==> src/rtl/proc_pkg.sv <==
// Shared opcodes, instruction constants and sequencer state type for the 8-bit core.
package proc_pkg;

    localparam logic [3:0] OP_NOP    = 4'h0;
    localparam logic [3:0] OP_ADD    = 4'h1;
    localparam logic [3:0] OP_SUB    = 4'h2;
    localparam logic [3:0] OP_HALT   = 4'hF;
    localparam logic [7:0] INSTR_NOP = 8'h00;

    typedef enum logic [2:0] {
        IDLE,
        ISSUE,
        WAIT,
        CAPTURE,
        DONE
    } seq_state_t;

    function automatic logic is_halt(input logic [7:0] word);
        return word[7:4] == OP_HALT;
    endfunction

endpackage

==> src/rtl/prog_mem.sv <==
// Program store: DEPTH x 8, written on the clock edge, read combinationally by address.
module prog_mem #(
    parameter int DEPTH = 16,
    parameter int AW    = $clog2(DEPTH)
) (
    input  logic          clk,
    input  logic          i_we,
    input  logic [AW-1:0] i_waddr,
    input  logic [7:0]    i_wdata,
    input  logic [AW-1:0] i_raddr,
    output logic [7:0]    o_rdata
);

    logic [7:0] r_mem [DEPTH];

    // NOTE: no reset on the array; program contents must survive rst and this keeps it a plain RAM.
    always_ff @(posedge clk) begin
        if (i_we) begin
            r_mem[i_waddr] <= i_wdata;
        end
    end

    assign o_rdata = r_mem[i_raddr];

endmodule

==> src/rtl/instr_sequencer.sv <==
// Issues program words to the core one at a time, holds each ISSUE_GAP cycles, then captures result and flags.
module instr_sequencer
    import proc_pkg::*;
#(
    parameter int DEPTH     = 16,
    parameter int AW        = $clog2(DEPTH),
    parameter int ISSUE_GAP = 2
) (
    input  logic          clk,
    input  logic          rst,
    input  logic          prog_we,
    input  logic [AW-1:0] prog_addr,
    input  logic [7:0]    prog_data,
    input  logic          start,
    output logic [7:0]    instr,
    input  logic [7:0]    result_in,
    input  logic          zero_in,
    input  logic          carry_in,
    input  logic          ovf_in,
    output logic          res_valid,
    output logic [7:0]    res_data,
    output logic [2:0]    res_flags,
    output logic [AW-1:0] res_pc,
    output logic          busy,
    output logic          done
);

    localparam int CW = 4;

    seq_state_t    r_state;
    seq_state_t    w_next_state;
    logic [AW-1:0] r_pc;
    logic [CW-1:0] r_cnt;
    logic [7:0]    r_instr;
    logic          r_res_valid;
    logic [7:0]    r_res_data;
    logic [2:0]    r_res_flags;
    logic [AW-1:0] r_res_pc;
    logic [7:0]    w_mem_rdata;
    logic          w_mem_we;
    logic          w_last_pc;

    // Host writes are only honoured while idle so a running program never changes under the issuer.
    assign w_mem_we  = prog_we && (r_state == IDLE);
    assign w_last_pc = (r_pc == AW'(DEPTH - 1));

    prog_mem #(
        .DEPTH (DEPTH),
        .AW    (AW)
    ) u_prog_mem (
        .clk     (clk),
        .i_we    (w_mem_we),
        .i_waddr (prog_addr),
        .i_wdata (prog_data),
        .i_raddr (r_pc),
        .o_rdata (w_mem_rdata)
    );

    // NOTE: sequential state uses non-blocking assignments so every register samples pre-edge values.
    always_ff @(posedge clk) begin
        if (rst) begin
            r_state <= IDLE;
        end else begin
            r_state <= w_next_state;
        end
    end

    // NOTE: next state defaults to the current state first, so no path leaves it unassigned (no latch).
    always_comb begin
        w_next_state = r_state;
        case (r_state)
            IDLE:    if (start) w_next_state = ISSUE;
            ISSUE:   w_next_state = is_halt(w_mem_rdata) ? DONE : WAIT;
            WAIT:    if (r_cnt == '0) w_next_state = CAPTURE;
            CAPTURE: w_next_state = w_last_pc ? DONE : ISSUE;
            DONE:    w_next_state = IDLE;
            default: w_next_state = IDLE;
        endcase
    end

    always_ff @(posedge clk) begin
        if (rst) begin
            r_pc        <= '0;
            r_cnt       <= '0;
            r_instr     <= INSTR_NOP;
            r_res_valid <= 1'b0;
            r_res_data  <= '0;
            r_res_flags <= '0;
            r_res_pc    <= '0;
        end else begin
            r_res_valid <= 1'b0;
            case (r_state)
                IDLE: begin
                    if (start) r_pc <= '0;
                end
                ISSUE: begin
                    if (!is_halt(w_mem_rdata)) begin
                        r_instr <= w_mem_rdata;
                        r_cnt   <= CW'(ISSUE_GAP - 1);
                    end
                end
                WAIT: begin
                    if (r_cnt != '0) r_cnt <= r_cnt - 1'b1;
                end
                CAPTURE: begin
                    r_res_valid <= 1'b1;
                    r_res_data  <= result_in;
                    r_res_flags <= {zero_in, carry_in, ovf_in};
                    r_res_pc    <= r_pc;
                    if (!w_last_pc) r_pc <= r_pc + 1'b1;
                end
                DONE: begin
                    r_instr <= INSTR_NOP;
                end
                default: ;
            endcase
        end
    end

    assign instr     = r_instr;
    assign res_valid = r_res_valid;
    assign res_data  = r_res_data;
    assign res_flags = r_res_flags;
    assign res_pc    = r_res_pc;
    assign busy      = (r_state != IDLE);
    assign done      = (r_state == DONE);

endmodule

==> config.mk <==
export PLATFORM = sky130hd
export DESIGN_NAME = instr_sequencer
export DESIGN_NICKNAME = d
export VERILOG_FILES = /design/src/rtl/proc_pkg.sv /design/src/rtl/prog_mem.sv /design/src/rtl/instr_sequencer.sv
export SDC_FILE = /design/constraint.sdc
export NUM_CORES = 1
export LEC_CHECK = 0
export ABC_AREA = 1
export CAP_MARGIN = 20
export CELL_PAD_IN_SITES_DETAIL_PLACEMENT = 0
export CELL_PAD_IN_SITES_GLOBAL_PLACEMENT = 1
export CORE_MARGIN = 2
export CORE_UTILIZATION = 45
export DETAILED_ROUTE_END_ITERATION = 12
export GPL_TIMING_DRIVEN = 0
export PLACE_DENSITY = 0.9
export SLEW_MARGIN = 5
export SYNTH_ARGS = -nofsm -noshare
export SYNTH_HDL_FRONTEND = slang
export SYNTH_HIERARCHICAL = 1
export SYNTH_SLANG_ARGS = --single-unit
==> constraint.sdc <==
create_clock -name clk -period 2.4 [get_ports clk]
set_input_delay 0.48 -clock clk [delete_from_list [all_inputs] [get_ports clk]]
set_output_delay 0.48 -clock clk [all_outputs]
set_load 0.05 [all_outputs]
==> results.toml <==
[synth]
ys_seq_elements = 163
yosysMostFrequentCell = "nand2_1"
synth-simple-area-share_pct = 23.0
synthFlopType = "edfxtp_1"
synth_compound_area_share_pct = 2.71
postSynth.asyncResetShare_pct = 0
synth_area_per_cell_um2 = 9.64
synth-edff-count = 128
synthTopCellsByCount = "192 x nand2_1, 128 x edfxtp_1, 115 x nand3_1"
synthAdderAreaFrac_pct = 0.354
ys_seq_area_share_pct = 64.3
syn_nets = 762
synth_area_leaders = "edfxtp_1 54%, nand2_1 10%, dfxtp_1 9.9%"
ys_types = 33
synth_top_cell_by_area = "edfxtp_1"
synth_top_area_share_pct = 54.4
ys.warnings.count = 6
synth_top_family_by_area = "simple AND/OR/NAND/NOR gates"
netlist_area_mm2 = 0.00707
muxShareOfSynthArea_pct = 0
yosys.area_share.xor_xnor_pct = 0.124
syn-instance-count = 733

[worst_setup_path]
cp_max_fo = 8
worstPathCellList = "nor2_1, nand2_1, nor2_1, nand3b_1, nor2_1"
reg2reg_depth = 5
arrival_ns = 2.49
crit_family = "simple AND/OR/NAND/NOR gates"
max_stage_delay_ns = 0.78
critPathKind = "reg2reg"
cp-end-kind = "flip-flop"
r2r_slack_ns = -0.04
crit_path_frequent_cell = "nor2_1"
timing.critical_path.from_type = "flip-flop"
timing.rr.end = "u_prog_mem/r_mem[7][0]"
critPathRequiredTime_ns = 2.45
timing.rr.start = "r_state[1]"
cp_slowest_cell = "nor2_1"
worst-path-buf-inv = 0

[route]
first_pass_iters = 5
ant_nets = 0
wl_per_cell_um = 16.2
drt_iter0_drc = 314
vias_per_cell = 4.92
routed_wl_um = 16600
remaining_drc_errors = 0
vias = 5056

[clock_network]
clk-insertion-delay-late_ns = 0.43
ctsHoldBuffers = 0
cts_inserted_buffers = 17
clk_pin_slew_worst_paths_ns = 0.06
cts_tree = "built"
clock-sinks = 163
cts-htree-levels = 4
clockRootBuffer = "clkbuf_16"
cts_buffer_depth = 2

[worst_hold_path]
hold_depth = 2
hold_class = "reg2reg"
min-delay-start = "res_data[5]"
min_to = "res_data[5]"

[power_and_ir_drop]
p_total_mw = 6.29
leakage_nw = 3.46
p_int_mw = 4.67
switching_share_pct = 25.7
seq_power_share_pct = 50.2
clock_power_share_pct = 38.9
ir_drop_v = 0.000566
power.density_mw_per_mm2 = 747
power_switching_mw = 1.62
p_comb_share_pct = 10.8

[placed_design]
place_hpwl_um = 10800
routabilityCongestion = 0.866
port_buffers = 52
numPlacedInstances = 996

[timing]
finClkSkew_ns = 0.0108
fin_crit_sh_pct = 102
setup_ws_ns = -0.0430
drv_slew = 0
hold_violations = 0
worst_hold_slack_ns = 0.478
tightestPinTransition_ns = 0.973
fin_tns_setup_ns = -0.324
rsz0062_at_grt = "yes"
setup_viol = 8
slew_headroom_pct = 34.9
max_freq_mhz = 409
finalWorstPathRequiredPeriod_ns = 2.44

[floorplan]
die_y_um = 129
die_w_um = 129
start_util_pct = 46.3
io_pins = 53
rows = 45
core_area_mm2 = 0.0153
die_area_mm2 = 0.0167

[global_route]
antenna_found_initial = 0
grt_usage_pct = 20.9
grt_pass1_wl_um = 25400
grt_max_degree = 17
grt_overflow = 0
grt_pass1_vias = 4676

[final_layout]
fin_util_pct = 55.2
area_growth_pct = 19.1
layout-drive-gt1-share_pct = 10.5
layout.nets = 833
fill_cells = 1359
insertedDiodeCount = 0
stdcell_count = 1027
seq_area_mm2 = 0.00454
multi_input_area_mm2 = 0.00188

[outcome]
outcome = "complete, but fails checks"
violations = "setup timing"

[run]
cap_violations = 0
-- per-layer routing --
layer | global-route usage (%) | part of all wire [%] | wire length (µm) | up-vias
met4 | 7.54 | 1.9 | 317 | 0
met2 | 32.8 | 46 | 7640 | 189
met1 | 28.7 | 45 | 7510 | 2338
li1 | - | - | - | 2509
met3 | 4.91 | 7.0 | 1170 | 20
met5 | 0 | 0 | 0 | -
-- stage by stage --
step / area (µm²) / setup WS (ns)
final: 8420 / -0.0430
after global routing: 8420 / -0.194
after CTS: 8390 / 0.0111
after detailed placement: 7850 / -0.316
after global placement: 7850 / -0.282
after floorplan: 7070 / 0.351
-- power by group through the flow --
stage / Combinational (mW) / Sequential, mW / Clock [mW]
after floorplan: 0.311 / 3.33 / 0
after global placement: 0.671 / 3.22 / 0
after detailed placement: 0.675 / 3.22 / 0
after CTS: 0.680 / 3.16 / 2.48
after global routing: 0.742 / 3.17 / 2.62
final: 0.681 / 3.16 / 2.45
-- cell type report --
type / count / area share (%)
sequential: 163 / 54.0
buffer: 31 / 2.68
tap: 211 / 3.14
inverter: 119 / 5.32
clock buffer: 17 / 5.05
timing repair buffer: 52 / 6.21
multi-input combinational: 420 / 22.3
clock inverter: 14 / 1.28
-- layout by cell type (no fill, tap or decap), types with 2 or more instances in the layout --
master             n
clkbuf_16         17
buf_4              4
a21oi_2            2
a21oi_1           10
clkbuf_1           2
clkdlybuf4s50_1   50
o21ai_1            6
nand4_1            3
dfxtp_1           35
clkinv_2           3
inv_1            112
inv_6              3
ha_1               2
nor2_1            47
clkinv_4           6
nand2_1          192
buf_6              8
nand3_1          115
buf_1              2
clkinvlp_4         2
nor2_2            13
inv_2              6
nand3b_1           2
nand2_2            2
buf_2             13
edfxtp_1         128
o21ai_0           17
-- flip-flops by register name, summed over array words and instances, names as in the netlist --
name              count
res_flags             3
r_pc                  4
u_prog_mem/r_mem    128
res_valid             1
r_cnt                 4
res_pc                4
res_data              8
r_state               3
instr                 8
-- kinds of logic after synthesis --
family	Yosys count
xor+xnor	1
simple gates	381
buf+inv	150
flops	163
fa+ha+maj	2
compound gates	36
-- how the worst max path moves through the flow --
stage	startpoint	end	slack (ns)	cells after the start
after detailed placement	prog_we	u_prog_mem/r_mem[13][6]	-0.32	5
final	r_state[1]	u_prog_mem/r_mem[7][0]	-0.04	5
after global placement	prog_we	u_prog_mem/r_mem[6][4]	-0.28	5
after CTS	r_state[1]	u_prog_mem/r_mem[7][0]	0.01	5
after floorplan	r_state[1]	u_prog_mem/r_mem[12][0]	0.35	5
after global routing	r_state[1]	u_prog_mem/r_mem[7][7]	-0.19	5
-- worst register-to-register path, stage by stage, from the launching register on --
cell	delay [ns]
dfxtp_1	0.37
nor2_1	0.17
nand2_1	0.12
nor2_1	0.41
nand3b_1	0.22
nor2_1	0.78
-- repair_timing --
item / 4_1_cts / 5_1_grt
endpoints found under the setup margin: 9 / 106
gates resized for setup: 3 / 12
buffers inserted: 0 / 0
(Power assumes the default switching activity.)
